--- src/rtl/fb_video_mixer_if.sv ---
// Framebuffer FIFO head/pop handshake plus composited video outputs of the mixer.
interface fb_video_mixer_if;
  logic        iFB_START;
  logic [30:0] iFB_DATA;
  logic        iFB_DATA_VALID;
  logic        oFB_READY;
  logic [14:0] oPIXEL;
  logic        oDE;
  logic        oHS;
  logic        oVS;
  logic        oLOCKED;
  logic [15:0] oUNDERFLOW_CNT;

  modport master (
    output iFB_START, iFB_DATA, iFB_DATA_VALID,
    input  oFB_READY, oPIXEL, oDE, oHS, oVS, oLOCKED, oUNDERFLOW_CNT
  );

  modport slave (
    input  iFB_START, iFB_DATA, iFB_DATA_VALID,
    output oFB_READY, oPIXEL, oDE, oHS, oVS, oLOCKED, oUNDERFLOW_CNT
  );
endinterface

--- src/rtl/fb_video_mixer.sv ---
// Framebuffer scan-out: pops camera/overlay word pairs, composites them to RGB555
// and emits HS/VS/DE timing, holding frame lock against the start flag.
module fb_video_mixer #(
  parameter int unsigned pH_ACTIVE = 640,
  parameter int unsigned pH_FP     = 16,
  parameter int unsigned pH_SYNC   = 96,
  parameter int unsigned pH_BP     = 48,
  parameter int unsigned pV_ACTIVE = 480,
  parameter int unsigned pV_FP     = 10,
  parameter int unsigned pV_SYNC   = 2,
  parameter int unsigned pV_BP     = 33
) (
  input  logic              iCLK,
  input  logic              iRESETn,
  fb_video_mixer_if.slave   fb
);

  localparam int unsigned HTOT   = pH_ACTIVE + pH_FP + pH_SYNC + pH_BP;
  localparam int unsigned VTOT   = pV_ACTIVE + pV_FP + pV_SYNC + pV_BP;
  localparam int unsigned HW     = $clog2(HTOT);
  localparam int unsigned VW     = $clog2(VTOT);
  localparam int unsigned HS_BEG = pH_ACTIVE + pH_FP;
  localparam int unsigned HS_END = HS_BEG + pH_SYNC;
  localparam int unsigned VS_BEG = pV_ACTIVE + pV_FP;
  localparam int unsigned VS_END = VS_BEG + pV_SYNC;

  localparam logic [0:0] ST_SYNC = 1'b0;
  localparam logic [0:0] ST_RUN  = 1'b1;

  logic [HW-1:0] h_q, h_d;
  logic [VW-1:0] v_q, v_d;
  logic [0:0]    state_q, state_d;
  logic [14:0]   pix_q, pix_d;
  logic          de_q, hs_q, vs_q;
  logic [15:0]   ucnt_q, ucnt_d;

  logic          h_wrap_c, v_wrap_c, active_c, at_org_c, at_end_c;
  logic          hsync_c, vsync_c, ready_c, uflow_c;
  logic [14:0]   mix_c;

  // Raster position decode
  always_comb begin
    h_wrap_c = (32'(h_q) == HTOT - 1);
    v_wrap_c = (32'(v_q) == VTOT - 1);
    active_c = (32'(h_q) < pH_ACTIVE) && (32'(v_q) < pV_ACTIVE);
    at_org_c = (h_q == '0) && (v_q == '0);
    at_end_c = h_wrap_c && v_wrap_c;
    hsync_c  = (32'(h_q) >= HS_BEG) && (32'(h_q) < HS_END);
    vsync_c  = (32'(v_q) >= VS_BEG) && (32'(v_q) < VS_END);
    h_d      = h_wrap_c ? '0 : h_q + HW'(1);
    v_d      = v_q;
    if (h_wrap_c) begin
      v_d = v_wrap_c ? '0 : v_q + VW'(1);
    end
    mix_c    = fb.iFB_DATA[30] ? fb.iFB_DATA[29:15] : fb.iFB_DATA[14:0];
  end

  // Lock FSM; in RUN a start flag is expected exactly at the frame origin
  always_comb begin
    state_d = state_q;
    ready_c = 1'b0;
    pix_d   = '0;
    uflow_c = 1'b0;
    case (state_q)
      ST_SYNC: begin
        ready_c = fb.iFB_DATA_VALID & ~fb.iFB_START;
        if (fb.iFB_DATA_VALID && fb.iFB_START && at_end_c) begin
          state_d = ST_RUN;
        end
      end
      ST_RUN: begin
        if (active_c) begin
          if (!fb.iFB_DATA_VALID) begin
            uflow_c = 1'b1;
            if (at_org_c) state_d = ST_SYNC;
          end else if (fb.iFB_START != at_org_c) begin
            state_d = ST_SYNC;
          end else begin
            ready_c = 1'b1;
            pix_d   = mix_c;
          end
        end
      end
      default: state_d = ST_SYNC;
    endcase
    ucnt_d = (uflow_c && (ucnt_q != 16'hFFFF)) ? ucnt_q + 16'd1 : ucnt_q;
  end

  always_ff @(posedge iCLK or negedge iRESETn) begin
    if (!iRESETn) begin
      h_q     <= '0;
      v_q     <= '0;
      state_q <= ST_SYNC;
      pix_q   <= '0;
      de_q    <= 1'b0;
      hs_q    <= 1'b1;
      vs_q    <= 1'b1;
      ucnt_q  <= '0;
    end else begin
      h_q     <= h_d;
      v_q     <= v_d;
      state_q <= state_d;
      pix_q   <= pix_d;
      de_q    <= active_c;
      hs_q    <= ~hsync_c;
      vs_q    <= ~vsync_c;
      ucnt_q  <= ucnt_d;
    end
  end

  // Pop strobe is combinational; gated so nothing is consumed while reset is held
  assign fb.oFB_READY      = ready_c & iRESETn;
  assign fb.oPIXEL         = pix_q;
  assign fb.oDE            = de_q;
  assign fb.oHS            = hs_q;
  assign fb.oVS            = vs_q;
  assign fb.oLOCKED        = (state_q == ST_RUN);
  assign fb.oUNDERFLOW_CNT = ucnt_q;

endmodule

--- src/flat_wrapper.sv ---
// flat-port wrapper written by rule: the top's interface ports become plain ports
module fb_video_mixer_flat 
#(
  parameter int unsigned pH_ACTIVE = 640,
  parameter int unsigned pH_FP     = 16,
  parameter int unsigned pH_SYNC   = 96,
  parameter int unsigned pH_BP     = 48,
  parameter int unsigned pV_ACTIVE = 480,
  parameter int unsigned pV_FP     = 10,
  parameter int unsigned pV_SYNC   = 2,
  parameter int unsigned pV_BP     = 33
)
  (iCLK, iRESETn, fb_iFB_START, fb_iFB_DATA, fb_iFB_DATA_VALID, fb_oFB_READY, fb_oPIXEL, fb_oDE, fb_oHS, fb_oVS, fb_oLOCKED, fb_oUNDERFLOW_CNT);
  fb_video_mixer_if fb_i ();
  input  logic iCLK;
  input  logic iRESETn;
  input wire logic [$bits(fb_i.iFB_START)-1:0] fb_iFB_START;
  input wire logic [$bits(fb_i.iFB_DATA)-1:0] fb_iFB_DATA;
  input wire logic [$bits(fb_i.iFB_DATA_VALID)-1:0] fb_iFB_DATA_VALID;
  output wire logic [$bits(fb_i.oFB_READY)-1:0] fb_oFB_READY;
  output wire logic [$bits(fb_i.oPIXEL)-1:0] fb_oPIXEL;
  output wire logic [$bits(fb_i.oDE)-1:0] fb_oDE;
  output wire logic [$bits(fb_i.oHS)-1:0] fb_oHS;
  output wire logic [$bits(fb_i.oVS)-1:0] fb_oVS;
  output wire logic [$bits(fb_i.oLOCKED)-1:0] fb_oLOCKED;
  output wire logic [$bits(fb_i.oUNDERFLOW_CNT)-1:0] fb_oUNDERFLOW_CNT;
  assign fb_i.iFB_START = fb_iFB_START;
  assign fb_i.iFB_DATA = fb_iFB_DATA;
  assign fb_i.iFB_DATA_VALID = fb_iFB_DATA_VALID;
  assign fb_oFB_READY = fb_i.oFB_READY;
  assign fb_oPIXEL = fb_i.oPIXEL;
  assign fb_oDE = fb_i.oDE;
  assign fb_oHS = fb_i.oHS;
  assign fb_oVS = fb_i.oVS;
  assign fb_oLOCKED = fb_i.oLOCKED;
  assign fb_oUNDERFLOW_CNT = fb_i.oUNDERFLOW_CNT;
  fb_video_mixer #(.pH_ACTIVE(pH_ACTIVE), .pH_FP(pH_FP), .pH_SYNC(pH_SYNC), .pH_BP(pH_BP), .pV_ACTIVE(pV_ACTIVE), .pV_FP(pV_FP), .pV_SYNC(pV_SYNC), .pV_BP(pV_BP)) u_core (.iCLK(iCLK), .iRESETn(iRESETn), .fb(fb_i));
endmodule
--- config.mk ---
export PLATFORM = sky130hd
export DESIGN_NAME = fb_video_mixer_flat
export DESIGN_NICKNAME = d
export VERILOG_FILES = /design/src/rtl/fb_video_mixer_if.sv /design/src/rtl/fb_video_mixer.sv /design/src/flat_wrapper.sv
export SDC_FILE = /design/constraint.sdc
export NUM_CORES = 1
export LEC_CHECK = 0
export BUFFER_PORTS_ARGS = -buffer_cell sky130_fd_sc_hd__buf_2
export CAP_MARGIN = 10
export CORE_AREA = 2 2 85 71
export CTS_CLUSTER_SIZE = 14
export DETAILED_ROUTE_END_ITERATION = 8
export DIE_AREA = 0 0 87 73
export HOLD_SLACK_MARGIN = 0.08
export PLACE_DENSITY = 0.78
export SYNTH_ARGS = -nofsm -noshare
export SYNTH_HDL_FRONTEND = slang
export SYNTH_SLANG_ARGS = --single-unit
export TNS_END_PERCENT = 10
--- constraint.sdc ---
create_clock -name iCLK -period 3.2 [get_ports iCLK]
set_clock_uncertainty 0.1 [all_clocks]
set_input_delay 0.64 -clock iCLK [delete_from_list [all_inputs] [get_ports iCLK]]
set_output_delay 0.64 -clock iCLK [all_outputs]
set_load 0.005 [all_outputs]
* After elaboration in Yosys (flattened, before gate mapping)
Index checks and enable logic that the tools add are counted.
Cells by class: add/sub/neg operators 3, $lt $le $gt $ge 6, equal/unequal tests 4, muxes and demuxes 19, bitwise operators 6, reduce and logical (&&, ||, !) cells 10
Operator list (count):
- two-way mux 15 bit | 5
- adder 10 x 1 -> 10 bit (second input constant) | 2
- == test 10 bit (second input constant) | 2
- zero test 10 bit | 2
- less-than comparator 10 bit (second input constant) | 2
- less-than comparator 10 x 9 -> 1 bit (second input constant) | 2
- two-way mux 10 bit | 2
- adder 16 x 1 -> 16 bit (second input constant) | 1
- inequality test 16 bit (second input constant) | 1
- >= comparator 10 bit (second input constant) | 1
- >= comparator 10 x 9 -> 1 bit (second input constant) | 1
- two-way mux 1 bit | 10
- logical AND 1 bit | 8
- NOT 1 bit | 4
- case mux 1 bit (2 select lines) | 2
- AND 1 bit | 2
- inequality test 1 bit | 1
Word-level totals: register bits 55, input port bits 35, word-level logic and storage cells 56

* Logic depth before layout (Yosys ltp)
Gate-level depths: netlist (run 1).
depth after elaboration 8, gate-level depth with buffers 7

* Worst setup path before layout (run 1)
No wires, ideal clock.
path type flip-flop to output port, start register u_core.h_q[5], end output port fb_oFB_READY, arrival time 1.848 ns, required time 2.460 ns, slack 0.612 ns, stages on the path, launching flop included 6, cell sequence dfrtp_1 or3_4 or4_4 nor3_4 and4_2 o311a_1
Between the ends: cells in the longest elaborated chain, start to end 8, elaborated cells on any way between the ends 10
RTL lines:
- from (decl) | line fb_video_mixer.sv:30 | logic [HW-1:0] h_q, h_d;
- from (signal assigned) | line fb_video_mixer.sv:91 | h_q <= '0;
- from (signal assigned) | line fb_video_mixer.sv:100 | h_q <= h_d;
- branches (longest 5 deep; another with less-than comparator 10 bit)
- two-way mux 1 bit (*) | line fb_video_mixer.sv:72 | if (active_c) begin
- case mux 1 bit (2 select lines) (*) | line fb_video_mixer.sv:64 | case (state_q)
- AND 1 bit (*) | line fb_video_mixer.sv:112 | assign fb.oFB_READY = ready_c & iRESETn;
- to (decl) | line flat_wrapper.sv:20 | output wire logic [$bits(fb_i.oFB_READY)-1:0] fb_oFB_READY;
Mark *: on every way between the ends.

* Worst setup path in the final report (run 1)
Ends and elaborated chain as after synthesis.

==> metrics.md, run 1 <==
| Metric | Value |
|---|---|
| Vias in the first global route | `2015` |
| Clk_lat worst skew | `310 ps` |
| Worst setup path class | `reg -> out` |
| Initial DRC count | `165` |
| Longest Clk Path Bufs | `2` |
| Pre-antenna DRT Iters | `4` |
| CTS Buf Count | `5` |
| CORE AREA | `between 5000 and 6000 µm²` |
| Synth area leader | `dfrtp_1` |
| Tcrit/Tclk final | `a little over nine tenths` |
| Post-cts resize count | `0` |
| Sequential area share after synthesis | `52.1%` |
| Peak Freq | `around 320 MHz` |
| Vias | `roughly 2.1k` |
| #FFs+latches synth | `55` |
| Post-Syn Nets | `about 290` |
| EDFF count, synth | `0` |
| Final net count | `361` |
| Grt ovf | `0` |
| Mapped Area | `roughly 2600 µm²` |
| Starting Density | `a little under half` |
| HPWL after DPL | `roughly 4 mm` |
| Rows | `25` |
| Synth Instances | `roughly 250` |
| Post-route cell area | `3130 µm²` |
| Yosys warns | `0` |
| Final wirelength | `5.44 mm` |
| Sum of negative setup slack | `0 ps` |
| Average size of a mapped cell | `10.6 µm²` |
| Largest net degree at the start of global routing | `between 50 and 60` |
| Design Power | `1.13 mW` |
| Cts hold-fix bufs | `0` |
| Setup violators final | `0` |
| # DRC | `0` |
| Leak Pwr | `between 1.5 and 2 nW` |
| Rel. slew slack | `~50%` |
| Required time worst endpoint | `~2500 ps` |
| Register clock-pin slew on the reported worst setup and hold paths | `approximately 100 ps` |
| Synth Flop Type | `dfrtp_1` |
| Root buffer cell | `clkbuf_8` |
| Vias per std cell | `approximately 5.4` |
| Max-slew violations | `0` |
| CTS tree | `built` |
| Synth cell count leaders | `53 x dfrtp_1, 22 x nand2_1, 19 x nor3_1` |
| # IOs | `between 70 and 80` |
| Chip width | `around 87 µm` |
| Total track usage | `roughly 17%` |
| RSZ-0062 raised after global routing | `no` |
| Critical Path Start Type | `flop` |
| Hold Crit Class | `reg -> reg` |
| Layout cell share with drive strength beyond 1 | `28.3%` |
| Post-layout min period | `3100 ps` |
| Antenna viol nets, final | `0` |
| Worst Max-Slew Pin Slew | `around 750 ps` |
| Routed len/inst | `around 14 µm` |
| Most frequent cell after synthesis | `dfrtp_1` |
| Place WS | `about 430 ps` |
| VDD IR max | `roughly 180 µV` |
| First-pass GRT wire length | `8.80 mm` |
| Async SR Flop Fraction | `between 90% and 100%` |
| Synth top area share | `50.1%` |
| Final worst slack | `104 ps` |
| Post-CTS Setup Repair Bufs | `0` |
| Final RePlAce weighted congestion | `0.836` |
| CP arrival | `2360 ps` |
| Die height | `between 70 and 80 µm` |
| PortBufs | `70` |
| Maxcap violations | `0` |
| N_diodes | `0` |
| Final Hold Viols | `0` |
| Power Density | `362 nW/µm²` |
| Die area | `about 6400 µm²` |
| CTS sink cnt | `between 50 and 60` |
| Area grow syn2layout | `18.4%` |
| Antenna violations before repair | `0` |
| Worst Path Max Fanout | `5` |
| # H-tree levels | `2` |
| Status | `finished, final reports clean` |
| Placed Area | `between 3000 and 4000 µm²` |
| Count of different cell masters after synthesis | `38` |
| Worst Setup End Kind | `output port` |
| Dominant cells by area after synthesis | `dfrtp_1 50%, mux2i_1 6.1%, xnor2_1 5.6%` |
==> layout by cell type (no fill, tap or decap) <==
master | netlist | routed
buf_2 | 1 | 70
dfrtp_1 | 53 | 53
nand2_1 | 22 | 22
nor3_1 | 19 | 19
o21ai_0 | 17 | 17
xnor2_1 | 17 | 17
nor2_1 | 16 | 16
mux2i_1 | 16 | 16
nand3_1 | 12 | 12
nand4_1 | 11 | 11
inv_1 | 7 | 7
and3_1 | 6 | 6
and2_1 | 5 | 5
xor2_1 | 5 | 5
ha_1 | 5 | 5
clkbuf_8 | 0 | 5
nor4_1 | 3 | 3
nand3b_1 | 3 | 3
a31oi_1 | 3 | 3
and4_1 | 3 | 3
buf_4 | 0 | 3
a21oi_1 | 2 | 2
clkinv_4 | 0 | 2
dfstp_2 | 2 | 2
or3_4 | 1 | 1
and3_2 | 1 | 1
or3_2 | 1 | 1
or4_4 | 1 | 1
nor3_4 | 1 | 1
xor2_2 | 1 | 1
or4_1 | 1 | 1
and4_2 | 1 | 1
o311a_1 | 1 | 1
nor4b_2 | 1 | 1
a41oi_1 | 1 | 1
a32o_1 | 1 | 1
mux2_2 | 1 | 1
o31ai_1 | 1 | 1
clkbuf_1 | 3 | 1
==> path summary, 6_finish.rpt <==
kind                                                    startpoint                                  endpoint  slack (ps)  cells after the start
min                        u_core.fb.oUNDERFLOW_CNT[4]$_DFFE_PN0P_   u_core.fb.oUNDERFLOW_CNT[4]$_DFFE_PN0P_         390                      1
min in group asynchronous                                  iRESETn                 u_core.v_q[7]$_DFFE_PN0N_         400                      2
max                                        u_core.h_q[5]$_DFF_PN0_                              fb_oFB_READY         100                      6
min reg2reg                u_core.fb.oUNDERFLOW_CNT[4]$_DFFE_PN0P_   u_core.fb.oUNDERFLOW_CNT[4]$_DFFE_PN0P_         390                      1
max in group asynchronous                                  iRESETn  u_core.fb.oUNDERFLOW_CNT[13]$_DFFE_PN0P_        2170                      2
max reg2reg                                u_core.h_q[5]$_DFF_PN0_            u_core.fb.oPIXEL[11]$_DFF_PN0_         730                      5
==> through the flow <==
stage,std cells,utilization (%),hold WS (ps)
floorplan,249,-,244
global placement,381,54.4,368
detailed placement,381,54.4,378
CTS,389,56.0,392
global route,389,56.0,410
finish,389,56.0,392
==> where the power goes <==
group	internal (mW)	total [mW]	switching [mW]
Combinational	0.0266	0.0593	0.0327
Clock	0.158	0.381	0.223
Sequential	0.695	0.695	0
==> flip-flops by register name, indices dropped and copies added (netlist names) <==
register and flops:
u_core.fb.oUNDERFLOW_CNT 16, u_core.fb.oPIXEL 15, u_core.h_q 10, u_core.v_q 10, u_core.fb.oDE 1, u_core.fb.oHS 1
u_core.fb.oLOCKED 1, u_core.fb.oVS 1
==> cell families after synthesis <==
kind of cell               share of synthesized area, %
buffers and inverters                              3.22
AOI/OAI and AO/OA                                  5.67
xor gates and xnor gates                           7.90
DFF                                                52.1
adders and majority gates                          2.36
muxes                                              6.48
and+or+nand+nor                                    22.3
==> critical path: stages, from the launching register on <==
cell and delay (ps):
dfrtp_1 430, or3_4 410, or4_4 430, nor3_4 220, and4_2 260, o311a_1 170
buf_2 110
==> cell type report <==
cell class                 count  area (µm²)
clock buffer                   6        72.6
tap                           67        83.8
clock inverter                 2        17.5
sequential                    55        1380
timing repair buffer          73         373
fill                         497        2460
inverter                       7        26.3
multi-input combinational    179        1180
==> layer usage <==
layer	GRT usage [%]	vias up	share of wire [%]
met5	0	-	0
met4	5.38	0	0.72
met3	3.85	4	6.1
met2	27.7	72	48
met1	23.9	1015	45
li1	-	1027	-
Power figures use the tool's default switching activity.
==> inputs of run 2 (changes only) <==
- BUFFER_PORTS_ARGS: -buffer_cell sky130_fd_sc_hd__buf_2 -> default
- CORE_AREA: 2 2 85 71 -> 2 2 77 64
- DIE_AREA: 0 0 87 73 -> 0 0 79 66
- DONT_BUFFER_PORTS: default -> 1
- PLACE_DENSITY: 0.78 -> 0.73
==> metrics.md, run 2 (synthesized netlist as in run 1, its figures left out) <==
| Metric | Value |
|---|---|
| Area grow syn2layout | `7.09%` |
| Setup violators final | `0 (unchanged)` |
| CTS Buf Count | `5 (unchanged)` |
| Met2 wire len | `2.33 mm (-10%)` |
| Die area | `5210 µm² (-18%)` |
| Routed len/inst | `16.1 µm (+15%)` |
| Placed Area | `2690 µm² (-12%)` |
| Post-route cell area | `2830 µm² (-9.6%)` |
| Final RePlAce weighted congestion | `0.825 (-1.4%)` |
| Max-slew violations | `0 (unchanged)` |
| Cells on worst reg2reg path | `5 (unchanged)` |
| Hold Crit Class | `reg -> reg` |
| Final Instance Count excl. Fillers | `314 (-19%)` |
| DP Cell Count | `304 (-20%)` |
| Power Density | `420 nW/µm² (+16%)` |
| Most frequent cells in the layout | `53 x dfrtp_1, 22 x nand2_1, 19 x nor3_1, 17 x o21ai_0, 17 x xnor2_1` |
| Pre-antenna DRT Iters | `4 (unchanged)` |
| Die height | `66 µm (-9.6%)` |
| Tcrit/Tclk final | `94.3% (-2.4 points)` |
| Post-layout min period | `3020 ps (-77.4 ps)` |
| Peak Freq | `331 MHz (+2.6%)` |
| Min Hold Slack | `399 ps (+6.49 ps)` |
| CTS tree | `built` |
| Hold Crit Depth | `1 (unchanged)` |
| Clk_lat worst skew | `300 ps (about the same)` |
| Leak Pwr | `1.28 nW (-19%)` |
| Worst Setup End Kind | `output port` |
| Max FFs per register | `16 (unchanged)` |
| RSZ-0062 raised after global routing | `no` |
| Required time worst endpoint | `2460 ps (about the same)` |
| Initial DRC count | `137 (-17%)` |
| PortBufs | `0 (-100%)` |
| Met1 Wirelength | `2.35 mm (-5.0%)` |
| Post-CTS Setup Repair Bufs | `0 (unchanged)` |
| Maxcap violations | `0 (unchanged)` |
| Max Used Layer | `met4` |
| Vias in the first global route | `1734 (-14%)` |
| Layout cell share with drive strength beyond 1 | `8.66% (-20 points)` |
| Antenna viol nets, final | `0 (unchanged)` |
| First-pass GRT wire length | `8.33 mm (-5.4%)` |
| CP arrival | `2280 ps (-80 ps)` |
| CORE AREA | `4460 µm² (-20%)` |
| Worst Max-Slew Pin Slew | `669 ps (-76.2 ps)` |
| VDD IR max | `284 µV (+54%)` |
| Antenna violations before repair | `0 (unchanged)` |
| Longest Clk Path Bufs | `2 (unchanged)` |
| Design Power | `1.19 mW (+4.9%)` |
| HPWL after DPL | `3.57 mm (-11%)` |
| Root buffer cell | `clkbuf_8` |
| Grt ovf | `0 (unchanged)` |
| Final wirelength | `5.05 mm (-7.2%)` |
| Register clock-pin slew on the reported worst setup and hold paths | `100 ps (about the same)` |
| Worst Path Max Fanout | `5 (unchanged)` |
| Largest net degree at the start of global routing | `56 (unchanged)` |
| Final Hold Viols | `0 (unchanged)` |
| N_diodes | `0 (unchanged)` |
| CTS sink cnt | `55 (unchanged)` |
| Final net count | `293 (-19%)` |
| Vias per std cell | `5.96 (+9.6%)` |
| # H-tree levels | `2 (unchanged)` |
| Met3 wire length | `333 µm (+0.91%)` |
| Rel. slew slack | `55.3% (+5.2 points)` |
| Starting Density | `59.3% (+12 points)` |
| Worst setup path class | `reg -> out` |
| # DRC | `0 (unchanged)` |
| Chip width | `79 µm (-9.2%)` |
| Critical Path Start Type | `flop` |
| Vias | `1873 (-12%)` |
| Sum of negative setup slack | `0 ps (unchanged)` |
| Rows | `22 (-12%)` |
| # IOs | `71 (unchanged)` |
| Total track usage | `20.4% (+3.0 points)` |
| Status | `finished, final reports clean` |
| Commonest non-fill, non-tap cell in the layout | `dfrtp_1` |
[run 2: changes by cell type in the layout (fill, tap and decap cells not counted)]
cell	before	now
buf_16	0	1
buf_2	70	0
bufinv_16	0	1
clkinv_4	2	0
dlygate4sd3_1	0	1
inv_6	0	1
[run 2: through the flow]
| stage | utilization [%] | worst slack [ps] |
|---|---|---|
| finish | 63.6 | 181 |
| global route | 63.6 | 55.8 |
| CTS | 63.3 | 180 |
| detailed placement | 60.2 | 526 |
| global placement | 60.2 | 556 |
| floorplan | - | 612 |
[run 2: power breakdown]
group | internal [mW] | leakage [nW] | switching, mW
Clock | 0.237 | 0.0558 | 0.221
Combinational | 0.0159 | 0.484 | 0.0220
Sequential | 0.695 | 0.737 | 0
Total | 0.947 | 1.28 | 0.243
[run 2: final cells by class]
class                           instances  area [µm²]
Clock buffer                            6        72.6
Clock inverter                          2        38.8
Inverter                                7        26.3
Fill cell                             371        1630
Timing Repair Buffer                    5        60.1
Multi-Input combinational cell        179        1180
Tap cell                               60        75.1
Sequential cell                        55        1380
[run 2: worst paths after layout]
path	from	to	slack, ps
setup / recovery	u_core.h_q[5]$_DFF_PN0_	fb_oFB_READY	180
max in group asynchronous	iRESETn	u_core.fb.oVS$_DFF_PN1_	1950
setup reg to reg	u_core.h_q[5]$_DFF_PN0_	u_core.fb.oPIXEL[7]$_DFF_PN0_	730
hold reg to reg	u_core.h_q[0]$_DFF_PN0_	u_core.h_q[0]$_DFF_PN0_	400
min in group asynchronous	iRESETn	u_core.fb.oPIXEL[9]$_DFF_PN0_	740
hold / removal	u_core.h_q[0]$_DFF_PN0_	u_core.h_q[0]$_DFF_PN0_	400
[run 2: repair_timing]
item,4_1_cts,5_1_grt
hold endpoints to repair,55,1
hold buffers,1,1
gates resized for setup,0,0
[run 2: metal layers]
metal | GRT usage, % | up-vias
met5 | 0 | -
met3 | 6.01 | 6
met4 | 4.96 | 0
met2 | 30.0 | 58
li1 | - | 899
met1 | 29.9 | 910
[run 2: critical path: stages (launching register included)]
cell	delay, ps
dfrtp_1	430
or3_4	420
or4_4	430
nor3_4	230
and4_2	260
o311a_1	200
==> inputs of run 3 (changes only) <==
- CORE_AREA: 2 2 77 64 -> 2 2 62 79
- DIE_AREA: 0 0 79 66 -> 0 0 64 81
==> metrics.md, run 3 (synthesized netlist as in run 1, its figures left out) <==
| Metric | Value |
|---|---|
| Rel. slew slack | `55.2% (-0.092 points)` |
| Vias | `1897 (+1.3%)` |
| Max FFs per register | `16 (unchanged)` |
| Power Density | `418 nW/µm² (-0.43%)` |
| Critical Path Max Stage Delay | `430 ps (about the same)` |
| Die area | `5180 µm² (-0.58%)` |
| Final Hold Viols | `0 (unchanged)` |
| Routed len/inst | `16.8 µm (+4.8%)` |
| RR Startpoint | `u_core.h_q[5]$_DFF_PN0_` |
| Clock Power Share | `38.0% (-0.4 points)` |
| Post-cts resize count | `0 (unchanged)` |
| Chip width | `64 µm (-19%)` |
| Longest Clk Path Bufs | `2 (unchanged)` |
| # DRC | `0 (unchanged)` |
| Rows | `28 (+27%)` |
| Comb power frac | `3.1% (about the same)` |
| Final wirelength | `5.26 mm (+4.1%)` |
| N_diodes | `0 (unchanged)` |
| Commonest non-fill, non-tap cell in the layout | `dfrtp_1` |
| Place WS | `508 ps (-17.5 ps)` |
| Worst Path Max Fanout | `5 (unchanged)` |
| Root buffer cell | `clkbuf_8` |
| Worst path slowest cell | `dfrtp_1` |
| Critical path startpoint | `u_core.h_q[5]$_DFF_PN0_` |
| Maxcap violations | `0 (unchanged)` |
| CTS tree | `built` |
| Layout cell share with drive strength beyond 1 | `8.73% (+0.069 points)` |
| Max-slew violations | `0 (unchanged)` |
| Top delay family on crit path | `simple AND/OR/NAND/NOR gates` |
| Starting Density | `58.6% (-0.79 points)` |
| GR peak layer | `met2` |
| Vias per std cell | `6.08 (+1.9%)` |
| Die height | `81 µm (+23%)` |
| Final RePlAce weighted congestion | `0.820 (-0.59%)` |
| Post-CTS Setup Repair Bufs | `0 (unchanged)` |
| Sum of negative setup slack | `0 ps (unchanged)` |
| Status | `finished, final reports clean` |
| Hold Crit Class | `in -> async` |
| Worst setup path class | `reg -> out` |
| Sw frac | `20.4% (-0.039 points)` |
| Met2 Track Usage GR | `35.9% (+6.0 points)` |
| Largest net degree at the start of global routing | `56 (unchanged)` |
| Vias in the first global route | `1796 (+3.6%)` |
| Placed Area | `2690 µm² (unchanged)` |
| Post-route cell area | `2820 µm² (-0.53%)` |
| # IOs | `71 (unchanged)` |
| Final worst slack | `172 ps (-9.29 ps)` |
| Met1 Use GR | `25.1% (-4.8 points)` |
| Tcrit/Tclk final | `94.6% (+0.29 points)` |
| Peak Freq | `330 MHz (-0.31%)` |
| Pre-antenna DRT Iters | `4 (unchanged)` |
| CTS sink cnt | `55 (unchanged)` |
| RSZ-0062 raised after global routing | `no` |
| Internal power | `0.939 mW (-0.90%)` |
| Most frequent cells in the layout | `53 x dfrtp_1, 22 x nand2_1, 19 x nor3_1, 17 x o21ai_0, 17 x xnor2_1` |
| Cts hold-fix bufs | `1 (unchanged)` |
| CTS Buf Count | `5 (unchanged)` |
| Psw | `0.240 mW (-1.1%)` |
| Register clock-pin slew on the reported worst setup and hold paths | `100 ps (about the same)` |
| Setup violators final | `0 (unchanged)` |
| Worst Max-Slew Pin Slew | `671 ps (+1.38 ps)` |
| PortBufs | `0 (unchanged)` |
| First-pass GRT wire length | `8.52 mm (+2.3%)` |
| HPWL after DPL | `3.73 mm (+4.4%)` |
| CORE AREA | `4520 µm² (+1.3%)` |
| # H-tree levels | `2 (unchanged)` |
| Worst Setup End Kind | `output port` |
| VDD IR max | `227 µV (-20%)` |
| Antenna violations before repair | `0 (unchanged)` |
| Area grow syn2layout | `6.52%` |
| CP cell instances | `or3_4 -> or4_4 -> nor3_4 -> and4_2 -> o311a_1` |
| Antenna viol nets, final | `0 (unchanged)` |
| Met3 Usage GRT | `6.09% (+0.083 points)` |
| Grt ovf | `0 (unchanged)` |
| Post-layout min period | `3030 ps (+9.29 ps)` |
| Worst path bufs/invs | `0 (unchanged)` |
| Leak Pwr | `1.27 nW (-0.76%)` |
| CP arrival | `2290 ps (about the same)` |
| Clk_lat worst skew | `310 ps (about the same)` |
| Seq pwr share | `58.9% (+0.5 points)` |
| Critical Path Start Type | `flop` |
| Required time worst endpoint | `2460 ps (about the same)` |
| Initial DRC count | `206 (+50%)` |
| Total track usage | `21.2% (+0.78 points)` |
| Final net count | `292 (-0.34%)` |
[run 3: worst paths after layout]
| check | endpoint | slack [ps] | cells past startpoint |
|---|---|---|---|
| setup / recovery | fb_oFB_READY | 170 | 5 |
| hold / removal | u_core.h_q[1]$_DFF_PN0_ | 90 | 1 |
| setup reg to reg | u_core.fb.oPIXEL[11]$_DFF_PN0_ | 670 | 5 |
| hold reg to reg | u_core.v_q[8]$_DFFE_PN0N_ | 410 | 1 |
| max in group asynchronous | u_core.fb.oVS$_DFF_PN1_ | 2640 | 1 |
| min in group iCLK | u_core.v_q[8]$_DFFE_PN0N_ | 410 | 1 |
[run 3: power by group through the flow]
stage | clock network (mW) | registers (mW) | logic [mW]
floorplan | 0 | 0.708 | 0.0231
global placement | 0 | 0.708 | 0.0199
detailed placement | 0 | 0.708 | 0.0203
CTS | 0.457 | 0.695 | 0.0374
global route | 0.491 | 0.695 | 0.0416
finish | 0.448 | 0.695 | 0.0364
[run 3: per-layer routing]
metal  vias up  part of all wire, %  wire (µm)
met5         -                    0          0
met4         0                  1.8         95
met3        12                  6.7        354
met2        68                   51       2700
met1       930                   40       2110
li1        887                    -          -
[run 3: cell type report]
type                    count  area, µm²
clock buffers               5       68.8
well taps                  60       75.1
multi-input cells         179       1180
flip-flops and latches     55       1380
repair buffers              4       50.0
inverters                   7       26.3
clock inverters             2       37.5
fillers                   342       1700
[run 3: stage by stage]
| step | utilization (%) | hold WS, ps | std cells | power [mW] |
|---|---|---|---|---|
| floorplan | - | 244 | 249 | 0.731 |
| global placement | 59.4 | 245 | 304 | 0.728 |
| detailed placement | 59.4 | 245 | 304 | 0.729 |
| CTS | 62.4 | 88.2 | 312 | 1.19 |
| global route | 62.4 | 86.1 | 312 | 1.23 |
| finish | 62.4 | 86.3 | 312 | 1.18 |
